## src/rtl/mcp3201_emu.sv

```systemverilog
// SPI responder that emulates an MCP3201 12-bit ADC: oversamples cs_pin_n/clk_pin in the clk domain
// and shifts a captured code out on miso_pin in the MCP3201 frame format.
module mcp3201_emu #(
    parameter int SYNC_STAGES = 2,
    parameter bit TAIL_EN     = 1'b1
) (
    input  logic        clk,
    input  logic        rst,
    input  logic [11:0] sample_data,
    input  logic        cs_pin_n,
    input  logic        clk_pin,
    output logic        miso_pin,
    output logic        miso_oe,
    output logic [11:0] captured,
    output logic        frame_done,
    output logic        frame_abort
);

    typedef enum logic [2:0] {
        ST_IDLE,
        ST_SAMPLE,
        ST_MSB,
        ST_TAIL,
        ST_ZERO
    } state_e;

    // Sync chains reset to 0 so a CS held low across reset never looks like a fresh falling edge.
    logic [SYNC_STAGES-1:0] cs_sync_q;
    logic [SYNC_STAGES-1:0] sck_sync_q;
    logic                   cs_prev_q;
    logic                   sck_prev_q;

    always_ff @(posedge clk or posedge rst) begin
        if (rst) begin
            cs_sync_q  <= '0;
            sck_sync_q <= '0;
            cs_prev_q  <= 1'b0;
            sck_prev_q <= 1'b0;
        end else begin
            cs_sync_q  <= {cs_sync_q[SYNC_STAGES-2:0], cs_pin_n};
            sck_sync_q <= {sck_sync_q[SYNC_STAGES-2:0], clk_pin};
            cs_prev_q  <= cs_sync_q[SYNC_STAGES-1];
            sck_prev_q <= sck_sync_q[SYNC_STAGES-1];
        end
    end

    logic cs_s;
    logic sck_s;
    logic cs_fall;
    logic cs_rise;
    logic sck_rise;
    logic sck_fall;

    assign cs_s     = cs_sync_q[SYNC_STAGES-1];
    assign sck_s    = sck_sync_q[SYNC_STAGES-1];
    assign cs_fall  = cs_prev_q & ~cs_s;
    assign cs_rise  = ~cs_prev_q & cs_s;
    assign sck_rise = ~sck_prev_q & sck_s;
    assign sck_fall = sck_prev_q & ~sck_s;

    // A fall only counts once a rise has been seen since CS went low, so a CPOL 1 master's first fall is skipped.
    logic       seen_rise_q, seen_rise_d;
    logic [4:0] fall_cnt_q, fall_cnt_d;
    logic       armed_q, armed_d;
    logic       qfall;

    assign qfall = sck_fall & ~cs_s & seen_rise_q;

    always_comb begin
        seen_rise_d = seen_rise_q;
        if (cs_fall || qfall) begin
            seen_rise_d = 1'b0;
        end else if (sck_rise && !cs_s) begin
            seen_rise_d = 1'b1;
        end
    end

    always_comb begin
        fall_cnt_d = fall_cnt_q;
        if (cs_fall) begin
            fall_cnt_d = 5'd0;
        end else if (qfall && (fall_cnt_q != 5'd31)) begin
            fall_cnt_d = fall_cnt_q + 5'd1;
        end
    end

    always_comb begin
        armed_d = armed_q;
        if (cs_fall) begin
            armed_d = 1'b0;
        end else if (cs_s) begin
            armed_d = 1'b1;
        end
    end

    always_ff @(posedge clk or posedge rst) begin
        if (rst) begin
            seen_rise_q <= 1'b0;
            fall_cnt_q  <= 5'd0;
            armed_q     <= 1'b0;
        end else begin
            seen_rise_q <= seen_rise_d;
            fall_cnt_q  <= fall_cnt_d;
            armed_q     <= armed_d;
        end
    end

    state_e      state_q, state_d;
    logic        miso_q, miso_d;
    logic        oe_q, oe_d;
    logic [11:0] captured_q, captured_d;
    logic        done_q, done_d;
    logic        abort_q, abort_d;
    logic [4:0]  fall_num;
    logic [3:0]  msb_idx;
    logic [3:0]  tail_idx;

    // Number of the qualified fall being processed this cycle.
    assign fall_num = fall_cnt_q + 5'd1;
    assign msb_idx  = 4'(5'd14 - fall_num);
    assign tail_idx = 4'(fall_num - 5'd14);

    always_comb begin
        state_d    = state_q;
        miso_d     = miso_q;
        oe_d       = oe_q;
        captured_d = captured_q;
        done_d     = 1'b0;
        abort_d    = 1'b0;
        if (cs_rise && (state_q != ST_IDLE)) begin
            state_d = ST_IDLE;
            miso_d  = 1'b0;
            oe_d    = 1'b0;
            if (fall_cnt_q >= 5'd14) begin
                done_d = 1'b1;
            end else begin
                abort_d = 1'b1;
            end
        end else begin
            case (state_q)
                ST_IDLE: begin
                    miso_d = 1'b0;
                    oe_d   = 1'b0;
                    if (cs_fall && armed_q) begin
                        state_d = ST_SAMPLE;
                    end
                end
                ST_SAMPLE: begin
                    if (qfall && (fall_num == 5'd2)) begin
                        captured_d = sample_data;
                        oe_d       = 1'b1;
                        miso_d     = 1'b0;
                        state_d    = ST_MSB;
                    end
                end
                ST_MSB: begin
                    if (qfall) begin
                        miso_d = captured_q[msb_idx];
                        if (fall_num == 5'd14) begin
                            state_d = TAIL_EN ? ST_TAIL : ST_ZERO;
                        end
                    end
                end
                ST_TAIL: begin
                    if (qfall) begin
                        miso_d = captured_q[tail_idx];
                        if (fall_num == 5'd25) begin
                            state_d = ST_ZERO;
                        end
                    end
                end
                ST_ZERO: begin
                    if (qfall) begin
                        miso_d = 1'b0;
                    end
                end
                default: begin
                    state_d = ST_IDLE;
                    miso_d  = 1'b0;
                    oe_d    = 1'b0;
                end
            endcase
        end
    end

    always_ff @(posedge clk or posedge rst) begin
        if (rst) begin
            state_q    <= ST_IDLE;
            miso_q     <= 1'b0;
            oe_q       <= 1'b0;
            captured_q <= 12'd0;
            done_q     <= 1'b0;
            abort_q    <= 1'b0;
        end else begin
            state_q    <= state_d;
            miso_q     <= miso_d;
            oe_q       <= oe_d;
            captured_q <= captured_d;
            done_q     <= done_d;
            abort_q    <= abort_d;
        end
    end

    assign miso_pin    = miso_q;
    assign miso_oe     = oe_q;
    assign captured    = captured_q;
    assign frame_done  = done_q;
    assign frame_abort = abort_q;

endmodule

```

## config.mk

```make
export PLATFORM = sky130hd
export DESIGN_NAME = mcp3201_emu
export DESIGN_NICKNAME = d
export VERILOG_FILES = /design/src/rtl/mcp3201_emu.sv
export SDC_FILE = /design/constraint.sdc
export NUM_CORES = 1
export LEC_CHECK = 0
export ABC_AREA = 1
export BUFFER_PORTS_ARGS = -buffer_cell sky130_fd_sc_hd__buf_2
export CAP_MARGIN = 20
export CORE_UTILIZATION = 45
export CTS_CLUSTER_SIZE = 14
export DETAILED_ROUTE_END_ITERATION = 8
export HOLD_SLACK_MARGIN = 0.06
export PLACE_DENSITY = 0.68
export SYNTH_ARGS = -nofsm -noshare
export SYNTH_HDL_FRONTEND = slang
export SYNTH_SLANG_ARGS = --single-unit
```

## constraint.sdc

```tcl
create_clock -name clk -period 6.5 [get_ports clk]
set_clock_uncertainty 0.15 [all_clocks]
set_input_delay 0.325 -clock clk [delete_from_list [all_inputs] [get_ports clk]]
set_output_delay 0.325 -clock clk [all_outputs]
set_load 0.02 [all_outputs]
```

Yosys cells after proc, flatten, opt, wreduce, memory -nomap -nowiden:

Cells that the tools add are included.

* reductions and logical operators: 17
* multiplexer cells: 31
* magnitude comparators: 3
* equal/unequal tests: 17
* add/subtract/negate cells: 3
* bitwise logic cells: 11

Operators by type and width (number)
* $mux W3: 7
* $ne A3 B3 Y1 const B: 7
* $mux W1: 17
* $pmux W3 S5: 1
* $lt A4 B5 Y1 const B: 2
* $mux W5: 2
* $bmux W1 S4: 2
* $reduce_and A7 Y1: 1
* $and A1 B1 Y1: 6
* $eq A3 B2 Y1 const B: 2
* $reduce_bool A2 Y1: 3
* $add A5 B1 Y5 const B: 1
* $eq A5 B2 Y1 const B: 1
* $eq A5 B4 Y1 const B: 1
* $eq A5 B5 Y1 const B: 1
* $ge A5 B4 Y1 const B: 1
* $logic_and A1 B1 Y1: 5
* $ne A5 B5 Y1 const B: 1
* $not A1 Y1: 5
* $pmux W1 S4: 1
* $reduce_and A4 Y1: 1
* $sub A4 B4 Y4 const A: 1
* $sub A4 B4 Y4 const B: 1
* $eq A3 B1 Y1 const B: 1
* other kinds (11): 11

* input port bits: 16
* logic and storage cells: 95
* register bits after elaboration: 32

Logic depth before layout (Yosys ltp):

* depth after elaboration: 8
* depth in mapped cells: 16
* gate-level depth less buffers: 16

Worst setup path after synthesis:

Ideal clock, no wire load.

* path type: register to register
* from: register fall_cnt_q[1]
* to: register state_q[0]
* buffers on the path: 0
* path slack: 4.395 ns
* arrival time: 1.838 ns
* library setup time: 0.117 ns
* cell stages (with the launch flop): 14
* clock period less this slack: 2.105 ns
* required time: 6.233 ns
* cells stage by stage: dfrtp_1 ha_1 inv_1 nor2_1 ha_1 nor2_1 nand2_2 nor2_4 nand2_1 nand2_1 o21a_1 nand2_1 nand2_1 nand2_1

* longest elaborated chain between the ends: 5
* elaborated cells on any way between the ends: 9
* those cells by class: add/sub (1); eq/ne (6); reduce/logical (2)

RTL lines
* start: declaration: RTL line 63 `logic [4:0] fall_cnt_q, fall_cnt_d;`
* start signal: assignment: RTL line 103 `fall_cnt_q <= fall_cnt_d;`
* $add A5 B1 Y5 *: RTL line 119 `assign fall_num = fall_cnt_q + 5'd1;`
* $eq A5 B2 Y1: RTL line 149 `if (qfall && (fall_num == 5'd2)) begin`
* $logic_and A1 B1 Y1: RTL line 149
* $ne A3 B3 Y1 (no source line)
* $reduce_and A7 Y1 (no source line) *
* end signal: assignment: RTL line 195 `state_q <= state_d;`
* end: declaration: RTL line 108 `state_e state_q, state_d;`

Mark *: on every way between the ends. The rest lies on a longest branch, timed or not.
A chain may end at the register's enable or synchronous reset.

Final worst setup path:

* from: register fall_cnt_q[0]
* to: register miso_q (netlist: miso_pin)

* longest elaborated chain between the ends: 7
* elaborated cells on any way between the ends: 15
* those cells by class: add/sub (3); eq/ne (2); mux (8); reduce/logical (2)

RTL lines
* $add A5 B1 Y5 *: RTL line 119
* $sub A4 B4 Y4 (on tied branches): RTL line 121, 120
* $bmux W1 S4 (on tied branches): RTL line 166, 158
* $mux W1 (on tied branches): RTL line 166, 158
* $mux W1 (on tied branches): RTL line 165, 157
* $pmux W1 S4: RTL line 140 `case (state_q)`
* $mux W1: RTL line 130 `if (cs_rise && (state_q != ST_IDLE)) begin`
* end signal: assignment: RTL line 196 `miso_q <= miso_d;`
* end: declaration: RTL line 109 `logic miso_q, miso_d;`

Mark *: on every way between the ends. The rest lies on a longest branch, timed or not. The select of a mux whose other input is x is not followed.

==> reports/metrics.cfg <==
[yosys]
synth_most_common_cell=nand2_1
synth_common_cells=88 x nand2_1, 32 x dfrtp_1, 29 x inv_1
netlist_area_sq_mm=0.00190
syn_area_per_cell_sq_um=7.53
synth_edf_count=0
ys_seq_elements=32
yosysTopAreaCellShare_pct=42.2
yosysSeqAreaShare_pct=42.2
synth_cells=252
synth.top_cells.by_area=dfrtp_1 42%, nand2_1 17%, nand3_1 6.3%
yosysWarnings=0
synth_top_cell_by_area=dfrtp_1
yosys_most_used_dff=dfrtp_1
synth_nets=275
async_flop_share_pct=100
yosysUniqueCellTypes=25

[setup_path]
cp.required_ps=6570
crit_type=reg2reg
critPathCaptureType=register
start_kind=register
arrival_ps=2740
worstPathMaxFanout=14

[timing]
period_share_pct=41.0
max_clock_freq_ghz=0.375
slew_headroom_pct=64.6
hold_viol=0
fin_crit_ps=2670
rsz0062_at_grt=false
fin_setup_tns_ps=0
final-setup-viol-count=0
tightestPinTransition_ps=525
maxSlewViolCount=0

[clock_network]
ctsHtreeMaxLevel=2
numCtsBuffers=5
clock-sinks=32
cts-root-buf=clkbuf_8
clock_latency_ps=280
cts_tree=done
clk_path_buf_depth=2
cts_resized=0
clk_pin_slew_ps=70

[power_and_ir_drop]
netSwitchingPower_uw=191
power.static_leakage_nw=1.18
ir_drop_uv=145
swShare_pct=33.3
combPwrFrac_pct=26.5
clockPowerShare_pct=33.2
power_density_mw_per_mm2=258
share_seq_of_total_power_pct=40.3
internal_power_uw=382

[cells_and_area]
diodes=0
area_growth_pct=16.9
final_layout_size_suffix_gt1_share_pct=22.1
nNetsFinal=312
instances_no_fill=340

[floorplanning]
ios=32
die_area_sq_mm=0.00448
coreArea_sq_mm=0.00403
die_h_um=66.9
initial_core_util_pct=47.1
fp-row-count=23
fp.dieW_um=66.9

[route]
route.detailed.drc=0
wirelength_mm=3.91
vias=1703
dr.pass1.iters=4
drt-initial-drc-count=53
wl_per_cell_um=11.5
via_per_inst=5.01
ant_nets=0

[global_routing]
grt_pass1_vias=1614
grt_overflow=0
grt_max_degree=33
grt_use_total_pct=19.4
grt_pass1_wl_mm=6.51
antenna_found_initial=0

[run]
maxCapViolations=0

[outcome]
status=completed

[place]
dpl.hpwl_mm=2.88
dp.cells=329
port_buffers=31
gp_congestion=0.904

[min_path]
min_path_type=in2reg

[worst max-delay path, stage by stage, from the launching register on]
cell and delay [ps]:
dfrtp_1 620, inv_1 320, ha_1 500, ha_1 260
nand2_1 70, nand2_1 50, nor2_1 190, inv_1 80
nand2_1 60, nand2_1 50, nand2_1 50, nand3_1 60
nand2_1 60, nand2_1 40, nand2_1 50
[path summary, 6_finish.rpt]
| path | start | cells past startpoint | slack (ps) | to |
|---|---|---|---|---|
| max | fall_cnt_q[0] | 14 | 3830 | miso_pin |
| min | sample_data[11] | 2 | 120 | captured[11] |
| max reg2reg | fall_cnt_q[0] | 14 | 3830 | miso_pin |
| min reg2reg | cs_sync_q[0] | 0 | 210 | cs_sync_q[1] |
| max in group asynchronous | rst | 4 | 5370 | fall_cnt_q[2] |
| min in group asynchronous | rst | 4 | 520 | sck_sync_q[0] |
[registers in the layout, summed over array words and instances, names as in the netlist]
signal,flops
cs_sync_q,2
fall_cnt_q,5
sck_prev_q,1
miso_oe,1
armed_q,1
captured,12
sck_sync_q,2
miso_pin,1
seen_rise_q,1
frame_done,1
state_q,3
cs_prev_q,1
frame_abort,1
[layer usage]
metal  vias up  GRT usage, %  part of all wire, %
met5         -             0                    0
met4         0          11.7                  2.8
met3        11          4.79                  4.2
met2        44          30.8                   47
met1       785          23.5                   46
li1        863             -                    -
[cells in the final DEF, fill, tap and decap left out, types with 4 or more instances in the layout]
cell	instances
inv_1	29
nand3_1	24
dfrtp_1	32
a21oi_2	9
nor2_1	23
ha_1	7
clkbuf_8	5
nand2_2	4
o21ai_0	13
nand2_1	88
buf_2	31
[metrics by stage]
| step | instance area (sq um) | power, mW | utilization (%) | hold slack, ps | setup WS [ps] |
|---|---|---|---|---|---|
| global route | 2220 | 0.607 | 55.1 | 121 | 3540 |
| floorplan | 1900 | 0.349 | - | 181 | 4390 |
| finish | 2220 | 0.573 | 55.1 | 119 | 3830 |
| CTS | 2220 | 0.577 | 55.1 | 116 | 3840 |
| detailed placement | 2080 | 0.385 | 51.6 | 190 | 3860 |
| global placement | 2080 | 0.382 | 51.6 | 182 | 3930 |
[cell type report]
type / count / area [sq um]
multi-input combinational: 184 / 935
clock buffer: 5 / 68.8
timing repair buffer: 35 / 193
sequential: 32 / 801
tap: 50 / 62.6
fill: 401 / 1810
inverter: 31 / 116
clock inverter: 3 / 42.5
[power groups by stage]
| stage | registers, mW | logic (mW) | clock network (mW) |
|---|---|---|---|
| floorplan | 0.238 | 0.111 | 0 |
| global placement | 0.235 | 0.147 | 0 |
| detailed placement | 0.235 | 0.150 | 0 |
| CTS | 0.231 | 0.152 | 0.194 |
| global route | 0.233 | 0.173 | 0.201 |
| finish | 0.231 | 0.152 | 0.190 |
[what timing repair did]
action / 4_1_cts / 5_1_grt
hold buffers: 3 / 0
hold endpoints to repair: 34 / 0
setup buffers: 0 / 0
setup endpoints to repair: 0 / 0
[logic make-up after synthesis]
group	count (synthesis)	share of synthesized area, %
and+or+nand+nor	148	33.7
buffers and inverters	36	8.57
DFF	32	42.2
AOI/OAI and AO/OA	26	9.16
adders and majority gates	7	4.61
muxes	3	1.78
No activity file was read; power rests on OpenSTA's default activity.
